<file path="config.mk">
export PLATFORM = sky130hd
export DESIGN_NAME = debug_run_ctrl
export DESIGN_NICKNAME = d
export VERILOG_FILES = /design/src/rtl/dbg_pkg.sv /design/src/rtl/dbg_dump_serializer.sv /design/src/rtl/debug_run_ctrl.sv
export SDC_FILE = /design/constraint.sdc
export NUM_CORES = 1
export LEC_CHECK = 0
export ABC_AREA = 1
export CAP_MARGIN = 10
export CORE_MARGIN = 4
export CORE_UTILIZATION = 40
export DETAILED_ROUTE_END_ITERATION = 6
export GPL_TIMING_DRIVEN = 0
export SLEW_MARGIN = 20
export SYNTH_ARGS = -nofsm -noshare
export SYNTH_HDL_FRONTEND = slang
export SYNTH_SLANG_ARGS = --single-unit
</file>
<file path="constraint.sdc">
create_clock -name clk -period 4.1 [get_ports clk]
set_input_delay 0.82 -clock clk [delete_from_list [all_inputs] [get_ports clk]]
set_output_delay 0.82 -clock clk [all_outputs]
set_load 0.05 [all_outputs]
</file>
<file path="src/rtl/dbg_pkg.sv">
// Shared types and constants for the debug run controller: state encoding,
// command bytes and snapshot stream geometry.
package dbg_pkg;

  typedef enum logic [2:0] {
    ST_IDLE   = 3'd0,
    ST_RUN    = 3'd1,
    ST_STEP   = 3'd2,
    ST_DUMP   = 3'd3,
    ST_HALTED = 3'd4
  } state_t;

  localparam logic [7:0] CMD_RUN_DEF   = 8'h63;
  localparam logic [7:0] CMD_STEP_DEF  = 8'h73;
  localparam logic [7:0] CMD_BREAK_DEF = 8'h62;
  localparam logic [7:0] CMD_DUMP_DEF  = 8'h64;

  localparam int NUM_REGS_DEF   = 32;
  localparam int DUMP_HDR_BYTES = 8;
  localparam int DUMP_LEN       = DUMP_HDR_BYTES + 4 * NUM_REGS_DEF;
  // Sized for the largest register file, so it covers every legal NUM_REGS.
  localparam int BYTE_IDX_W     = $clog2(DUMP_LEN + 1);

  function automatic int dump_len(input int num_regs);
    return DUMP_HDR_BYTES + 4 * num_regs;
  endfunction

  // sel 0 selects the most significant byte.
  function automatic logic [7:0] word_byte(input logic [31:0] w, input logic [1:0] sel);
    case (sel)
      2'd0:    return w[31:24];
      2'd1:    return w[23:16];
      2'd2:    return w[15:8];
      default: return w[7:0];
    endcase
  endfunction

endpackage

</file>
<file path="src/rtl/dbg_dump_serializer.sv">
// Streams the PC / cycle-count / register-file snapshot as bytes over a
// valid/ready handshake, MSB-first per 32-bit word.
module dbg_dump_serializer
  import dbg_pkg::*;
#(
  parameter int NUM_REGS = NUM_REGS_DEF
) (
  input  logic        clk,
  input  logic        rst,
  input  logic        start,
  input  logic [31:0] pc,
  input  logic [31:0] cnt,
  input  logic [31:0] reg_data,
  input  logic        tx_ready,
  output logic        tx_valid,
  output logic [7:0]  tx_data,
  output logic [4:0]  reg_addr,
  output logic        done
);

  localparam logic [BYTE_IDX_W-1:0] LAST_IDX = BYTE_IDX_W'(dump_len(NUM_REGS) - 1);
  localparam logic [BYTE_IDX_W-1:0] HDR_IDX  = BYTE_IDX_W'(DUMP_HDR_BYTES);

  logic [BYTE_IDX_W-1:0] byte_idx;
  logic [BYTE_IDX_W-1:0] idx_inc;
  logic                  load_pend;
  logic                  xfer;
  logic                  word_edge;

  function automatic logic [4:0] addr_of(input logic [BYTE_IDX_W-1:0] idx);
    logic [BYTE_IDX_W-1:0] off;
    off = idx - HDR_IDX;
    if (idx < HDR_IDX) return 5'd0;
    return 5'(off >> 2);
  endfunction

  function automatic logic [7:0] byte_of(input logic [BYTE_IDX_W-1:0] idx,
                                         input logic [31:0] pc_w,
                                         input logic [31:0] cnt_w,
                                         input logic [31:0] reg_w);
    if (idx < BYTE_IDX_W'(4)) return word_byte(pc_w, idx[1:0]);
    if (idx < HDR_IDX)        return word_byte(cnt_w, idx[1:0]);
    return word_byte(reg_w, idx[1:0]);
  endfunction

  assign xfer    = tx_valid & tx_ready;
  assign done    = xfer && (byte_idx == LAST_IDX);
  assign idx_inc = byte_idx + BYTE_IDX_W'(1);
  // Crossing into a new register word needs reg_addr to settle before the
  // combinational read data is valid, so one bubble cycle is inserted there.
  // The first register word needs none: reg_addr is already 0 for the header.
  assign word_edge = (idx_inc >= BYTE_IDX_W'(DUMP_HDR_BYTES + 4)) && (idx_inc[1:0] == 2'b00);

  always_ff @(posedge clk) begin
    if (rst) begin
      tx_valid  <= 1'b0;
      tx_data   <= 8'h00;
      byte_idx  <= '0;
      reg_addr  <= 5'd0;
      load_pend <= 1'b0;
    end else if (start) begin
      tx_valid  <= 1'b0;
      byte_idx  <= '0;
      reg_addr  <= 5'd0;
      load_pend <= 1'b1;
    end else if (load_pend) begin
      tx_valid  <= 1'b1;
      tx_data   <= byte_of(byte_idx, pc, cnt, reg_data);
      load_pend <= 1'b0;
    end else if (xfer) begin
      if (done) begin
        tx_valid <= 1'b0;
        byte_idx <= '0;
        reg_addr <= 5'd0;
      end else begin
        byte_idx <= idx_inc;
        reg_addr <= addr_of(idx_inc);
        if (word_edge) begin
          tx_valid  <= 1'b0;
          load_pend <= 1'b1;
        end else begin
          tx_data <= byte_of(idx_inc, pc, cnt, reg_data);
        end
      end
    end
  end

endmodule

</file>
<file path="src/rtl/debug_run_ctrl.sv">
// Debug sequencer for the 5-stage pipeline: owns the stop_debug freeze line,
// decodes UART command bytes and triggers snapshot dumps.
module debug_run_ctrl
  import dbg_pkg::*;
#(
  parameter int         NUM_REGS  = NUM_REGS_DEF,
  parameter logic [7:0] CMD_RUN   = CMD_RUN_DEF,
  parameter logic [7:0] CMD_STEP  = CMD_STEP_DEF,
  parameter logic [7:0] CMD_BREAK = CMD_BREAK_DEF,
  parameter logic [7:0] CMD_DUMP  = CMD_DUMP_DEF
) (
  input  logic        clk,
  input  logic        rst,
  input  logic        cmd_valid,
  input  logic [7:0]  cmd_data,
  output logic        cmd_ready,
  input  logic        halt_in,
  input  logic [31:0] pc_in,
  output logic [4:0]  reg_addr,
  input  logic [31:0] reg_data,
  output logic        stop_debug,
  output logic        tx_valid,
  output logic [7:0]  tx_data,
  input  logic        tx_ready,
  output logic        busy
);

  state_t      state;
  state_t      next_state;
  logic        halted;
  logic        set_halt;
  logic        dump_start;
  logic        dump_done;
  logic [31:0] cycle_cnt;

  always_ff @(posedge clk) begin
    if (rst) begin
      state      <= ST_IDLE;
      stop_debug <= 1'b1;
      busy       <= 1'b0;
      halted     <= 1'b0;
      cycle_cnt  <= 32'd0;
    end else begin
      state      <= next_state;
      // The pipeline advances exactly in the cycles spent in RUN or STEP.
      stop_debug <= !((next_state == ST_RUN) || (next_state == ST_STEP));
      busy       <= !((next_state == ST_IDLE) || (next_state == ST_HALTED));
      if (set_halt) halted <= 1'b1;
      if (!stop_debug) cycle_cnt <= cycle_cnt + 32'd1;
    end
  end

  always_comb begin
    next_state = state;
    cmd_ready  = 1'b0;
    set_halt   = 1'b0;
    case (state)
      ST_IDLE: begin
        cmd_ready = 1'b1;
        if (cmd_valid) begin
          if (cmd_data == CMD_RUN)       next_state = ST_RUN;
          else if (cmd_data == CMD_STEP) next_state = ST_STEP;
          else if (cmd_data == CMD_DUMP) next_state = ST_DUMP;
        end
      end
      ST_RUN: begin
        cmd_ready = 1'b1;
        // A HALT reaching WB wins over a simultaneous break request.
        if (halt_in) begin
          set_halt   = 1'b1;
          next_state = ST_DUMP;
        end else if (cmd_valid && (cmd_data == CMD_BREAK)) begin
          next_state = ST_DUMP;
        end
      end
      ST_STEP: begin
        if (halt_in) set_halt = 1'b1;
        next_state = ST_DUMP;
      end
      ST_DUMP: begin
        if (dump_done) next_state = halted ? ST_HALTED : ST_IDLE;
      end
      ST_HALTED: begin
        cmd_ready = 1'b1;
        if (cmd_valid && (cmd_data == CMD_DUMP)) next_state = ST_DUMP;
      end
      default: next_state = ST_IDLE;
    endcase
  end

  assign dump_start = (next_state == ST_DUMP) && (state != ST_DUMP);

  dbg_dump_serializer #(
    .NUM_REGS (NUM_REGS)
  ) u_ser (
    .clk      (clk),
    .rst      (rst),
    .start    (dump_start),
    .pc       (pc_in),
    .cnt      (cycle_cnt),
    .reg_data (reg_data),
    .tx_ready (tx_ready),
    .tx_valid (tx_valid),
    .tx_data  (tx_data),
    .reg_addr (reg_addr),
    .done     (dump_done)
  );

endmodule

</file>
==> results.json, run 1 <==
{
  "rsz0062_at_grt": "no",
  "cpLargestDelayFamily": "buffers and inverters",
  "yosysWarnings": 0,
  "worst_path_most_repeated_cell": "nand2_1",
  "critPathRequiredTime_ps": 4380,
  "endpoint_kind": "flip-flop",
  "clk_latency_ps": 340,
  "maxSlewHeadroom_pct": 56.7,
  "p_leak_nw": 2.71,
  "gr-usage-all-layers_pct": 25.2,
  "num_vias": 6011,
  "status": "completed",
  "ys_types": 41,
  "worst-path-buf-inv": 4,
  "cp.arrival_ps": 3000,
  "antenna_found_initial": 0,
  "layout_min_cycle_time_ps": 2720,
  "drc": 0,
  "first_pass_iters": 5,
  "ys_seq_area_share_pct": 23.6,
  "die_area_um2": 14800,
  "setup_viol": 0,
  "synthMuxAreaShare_pct": 0,
  "finalMaxSlewViolations": 0,
  "synthAdderAreaFrac_pct": 1.93,
  "cts_root_buf": "clkbuf_16",
  "die_h_um": 122,
  "path_class": "flip-flop to flip-flop",
  "cts_resized": 0,
  "routed_via_density": 5.18,
  "synth_seq_cells": 61,
  "wirelength_mm": 18.4,
  "grt_start_max_net_pins": 13,
  "synthSimpleGateAreaFrac_pct": 40.1,
  "die_w_um": 122,
  "clock_sinks": 61,
  "tns_ps": 0,
  "cp-start-kind": "flip-flop",
  "synth_area_um2": 5180,
  "drive_gt1_share_pct": 7.38,
  "hpwl_mm": 14.5,
  "wl_per_cell_um": 15.9,
  "numCtsBuffers": 9,
  "antenna_cells": 0,
  "nFillCells": 1336,
  "peakVddDrop_v": 0.000291,
  "power_density_nw_per_um2": 380,
  "area_growth_pct": 28.6,
  "rows": 41,
  "fmax_mhz": 368,
  "yosys.area.top_type_share_pct": 23.6,
  "critPathMaxStageDelay_ps": 560,
  "cp_max_fo": 10,
  "crit_chain": "inv_1, ha_1, clkbuf_1, clkbuf_1, nand2_1, nand3_1, nand2_1, nand2_1, nand3_1, nand2_1, inv_1, a21oi_1, nor2_1, nor2_1",
  "coreArea_um2": 12600,
  "synthXorXnorAreaFrac_pct": 2.54,
  "worst_path_max_delay_cell": "clkbuf_1",
  "clkTransAtPathRegs_ps": 60,
  "grt_overflow": 0,
  "tightestPinTransition_ps": 649,
  "ant_nets": 0,
  "post-cts-setup-buffers": 0,
  "avgSynthCellArea_um2": 5.88,
  "maxCapViolations": 0,
  "tritoncts": "done",
  "synth_top_cell_by_area": "dfxtp_1",
  "period_share_pct": 66.4,
  "clock_skew_ps": 10.1,
  "grt_pass1_vias": 5604,
  "synthesis.nets": 966,
  "synth_compound_area_share_pct": 20.8,
  "io_buffers": 92,
  "synth_top_family_by_area": "simple AND/OR/NAND/NOR gates",
  "ys_top_cells_by_area": "dfxtp_1 24%, nand2_1 19%, a21oi_1 6.4%, inv_1 6.4%, nor2_1 5.9%",
  "holdBufCountCts": 0,
  "syn_inst": 881,
  "io_pins": 94,
  "h-tree-depth": 3,
  "cts_max_path_buffers": 2,
  "hold_path.class": "flip-flop to flip-flop",
  "drtIter0Drc": 427,
  "gp_congestion": 0.955,
  "initial_core_util_pct": 41.0,
  "finalHoldViolCount": 0,
  "final_nets": 1069,
  "grt_pass1_wl_mm": 29.4,
  "total_power_mw": 2.53
}
## worst min-delay path: cells and delay by family, from the launching register on
| family | cells | cell delay, ps |
|---|---|---|
| AOI/OAI and AO/OA | 1 | 50 |
| DFF | 1 | 300 |
| and+or+nand+nor | 1 | 60 |
## flip-flops by register name, indices dropped and copies added (netlist names)
name and flops:
busy 1, cycle_cnt 32, halted 1, state 3, stop_debug 1, u_ser.byte_idx 8
u_ser.load_pend 1, u_ser.reg_addr 5, u_ser.tx_data 8, u_ser.tx_valid 1
## path summary, 6_finish.rpt
check,startpoint,end,slack [ps],depth (start not counted)
worst max-delay path,u_ser.byte_idx[0],u_ser.tx_data[5],1380,14
worst min-delay path,u_ser.reg_addr[3],u_ser.reg_addr[3],460,2
worst max register to register,u_ser.byte_idx[0],u_ser.tx_data[5],1380,14
worst min register to register,u_ser.reg_addr[3],u_ser.reg_addr[3],460,2
## kinds of logic after synthesis
group,count (synthesis)
flops,61
xor+xnor,15
fa+ha+maj,8
simple gates,473
buf+inv,140
compound gates,184
## Yosys cell counts, drive strengths merged
cell type,count
a21boi,1
a21oi,71
a221oi,1
a22o,3
a22oi,3
a31o,1
buf,15
clkbuf,29
clkinv,3
dfxtp,61
ha,8
inv,93
nand2,278
nand3,57
nand4,14
nor2,94
nor3,25
nor4,2
o211ai,35
o21a,2
o21ai,57
o22ai,9
o311ai,1
or2,2
or3,1
xnor2,6
xor2,9
## layer usage
layer	wire length, µm	part of all wire, %	vias to the layer above	global-route usage, %
li1	-	-	3094	-
met1	8320	45	2681	33.3
met2	8430	46	204	41.0
met3	1230	6.7	32	4.87
met4	436	2.4	0	8.68
met5	0	0	-	0
## final cells by class
type                       count  area [µm²]  area share [%]
inverter                      96         360            5.41
multi-input combinational    680        3380            50.8
timing repair buffer          92         921            13.8
tap                          172         215            3.23
clock buffer                   9         225            3.38
clock inverter                 7         121            1.82
buffer                        44         213            3.19
sequential                    61        1220            18.3
## cell usage in the layout (no fill, tap or decap), types with 4 or more instances in the layout
cell type,instances
nor3_1,24
xnor2_1,6
clkbuf_16,9
buf_1,4
o211ai_1,35
buf_2,5
nor2_2,8
xor2_1,9
nor2_1,82
nand2_2,10
o21ai_0,57
inv_1,88
nand2_1,265
nand3_2,5
inv_2,5
a21oi_1,66
a21oi_2,5
clkbuf_1,29
clkdlybuf4s50_1,92
nand3_1,52
nand4_1,12
ha_1,8
o22ai_1,9
dfxtp_1,61
## power by group
part | switching [mW] | internal [mW] | total (mW)
combinational | 0.596 | 0.332 | 0.928
sequential | 0.0529 | 0.662 | 0.715
clock | 0.294 | 0.596 | 0.890
total | 0.942 | 1.59 | 2.53
## per-stage QoR
stage | setup slack (ps) | instance area, µm² | instances | util (%) | hold WS, ps
final | 1380 | 6660 | 1161 | 52.8 | 460
after global routing | 1200 | 6660 | 1161 | 52.8 | 488
after CTS | 1390 | 6660 | 1161 | 52.8 | 459
after detailed placement | 1210 | 6310 | 1145 | 50.0 | 442
after global placement | 1190 | 6310 | 1145 | 50.0 | 442
after floorplan | 2010 | 5180 | 881 | - | 430
(Power assumes the default switching activity.)
==> run 2, diff against run 1 <==
- PLACE_DENSITY: unset -> 0.66
- clock period: 4.1 -> 2.3 ns (I/O delays scaled with it)
==> run 2 against run 1 <==
Effect of this change:
- non-clock buffer count grew 4
- sequential cell count is the same
- hold slack lost 0.69 ps
- critical path type is now flip-flop to output pin
==> results.json, run 2 (same netlist as run 1, synthesis figures left out) <==
{
  "grt_start_max_net_pins": 11,
  "swShare_pct": 38.8,
  "top_regs": "cycle_cnt (32), u_ser.byte_idx (8), u_ser.tx_data (8)",
  "regMostFlops": "cycle_cnt",
  "endpoint_kind": "output pin",
  "power_density_nw_per_um2": 633,
  "antenna_found_initial": 0,
  "combPwrFrac_pct": 41.4,
  "numCtsBuffers": 9,
  "final_cell_mix": "264 x nand2_1, 92 x clkdlybuf4s50_1, 87 x inv_1, 80 x nor2_1, 64 x a21oi_1",
  "die_w_um": 122,
  "finalMaxSlewViolations": 0,
  "maxSlewHeadroom_pct": 58.1,
  "holdBufCountCts": 0,
  "p_int_mw": 2.61,
  "status": "completed",
  "cp-start-kind": "flip-flop",
  "cp_max_fo": 8,
  "p_switching_mw": 1.66,
  "grt_overflow": 0,
  "finalHoldViolCount": 0,
  "tightestPinTransition_ps": 629,
  "layout_commonest_cell": "nand2_1",
  "cts_root_buf": "clkbuf_16",
  "p_leak_nw": 2.76,
  "rows": 41,
  "peakVddDrop_v": 0.000577,
  "dpl.cell_count": 1145,
  "wl_per_cell_um": 15.7,
  "critPathRequiredTime_ps": 1840,
  "clock_skew_ps": 7.87,
  "cp.arrival_ps": 1730,
  "multiInputGateArea_um2": 3450,
  "hold_path.class": "flip-flop to flip-flop",
  "drtIter0Drc": 474,
  "total_power_mw": 4.27,
  "io_buffers": 92,
  "final_nets": 1073,
  "drc": 0,
  "fin_cells": 1163,
  "first_pass_iters": 5,
  "fmax_mhz": 456,
  "path_class": "flip-flop to output pin",
  "setup_viol": 0,
  "clock_power_share_pct": 28.5,
  "num_vias": 6051,
  "grt_pass1_wl_mm": 28.7,
  "coreArea_um2": 12600,
  "area_growth_pct": 30.3,
  "routed_via_density": 5.20,
  "hpwl_mm": 14.2,
  "regArea_um2": 1230,
  "gr-usage-all-layers_pct": 24.5,
  "antenna_cells": 0,
  "tritoncts": "done",
  "clkTransAtPathRegs_ps": 50,
  "die_h_um": 122,
  "cts_max_path_buffers": 2,
  "die_area_um2": 14800,
  "io_pins": 94,
  "drive_gt1_share_pct": 10.8,
  "ant_nets": 0,
  "maxCapViolations": 0,
  "grt_pass1_vias": 5656,
  "clk_latency_ps": 330,
  "nFillCells": 1316,
  "clock_sinks": 61,
  "period_share_pct": 95.3,
  "largest_reg_flops": 32,
  "seqPwrFrac_pct": 30.0,
  "h-tree-depth": 3,
  "wirelength_mm": 18.2,
  "rsz0062_at_grt": "yes",
  "gp_congestion": 0.984,
  "layout_min_cycle_time_ps": 2190,
  "initial_core_util_pct": 41.0
}
-- run 2: cell types whose count changed in the layout (fill, tap and decap cells not counted), sizes merged --
cell | previous run | this run
buf | 15 | 21
bufinv | 3 | 0
clkinv | 6 | 4
clkinvlp | 0 | 1
clkbuf | 38 | 39
inv | 94 | 93
-- run 2: worst paths after layout --
check / depth (start not counted) / to / slack, ps / from
setup / recovery: 3 / cmd_ready / 110 / state[2]
hold / removal: 2 / halted / 460 / halted
setup reg to reg: 15 / u_ser.tx_data[3] / 160 / u_ser.byte_idx[0]
hold reg to reg: 2 / halted / 460 / halted
-- run 2: through the flow --
stage / setup slack (ps) / hold slack [ps] / setup TNS [ps] / utilization, % / instance area (µm²)
3_5_place_dp: -340 / 454 / -4390 / 50.0 / 6310
6_report: 107 / 460 / 0 / 53.4 / 6740
3_3_place_gp: -346 / 446 / -4010 / 50.0 / 6310
2_1_floorplan: 334 / 430 / 0 / - / 5180
5_1_grt: -14.2 / 487 / -14.2 / 53.4 / 6740
4_1_cts: 12.9 / 460 / 0 / 52.3 / 6600
-- run 2: cell type report --
type                    count  area share [%]
plain buffers              43            3.64
multi-input cells         680            51.2
clock inverters             2           0.148
clock buffers              12            3.80
inverters                  96            5.42
well taps                 172            3.19
repair buffers             97            14.4
flip-flops and latches     61            18.2
-- run 2: power by group through the flow --
stage	sequential (mW)	combinational (mW)	clock, mW
after floorplan	1.55	0.834	0
after global placement	1.30	1.64	0
after detailed placement	1.30	1.65	0
after CTS	1.28	1.66	1.24
after global routing	1.30	1.92	1.29
final	1.28	1.77	1.22
-- run 2: worst max-delay path: stages, from the launching register on --
cell             delay [ps]
dfxtp_1                 290
buf_2                   150
a21oi_1                 130
clkdlybuf4s50_1         820
-- run 2: what timing repair did --
action	in CTS	in global routing
setup endpoints to repair	8	23
pin swaps	0	5
setup buffers	0	5
resized for setup	14	41
-- run 2: routing by layer --
metal / up-vias / share of wire (%) / global-route usage [%] / wire [µm]
met5: - / 0 / 0 / 0
met4: 0 / 2.0 / 7.35 / 361
met3: 23 / 6.0 / 4.78 / 1090
met2: 193 / 46 / 40.5 / 8370
met1: 2733 / 46 / 32.5 / 8410
li1: 3102 / - / - / -
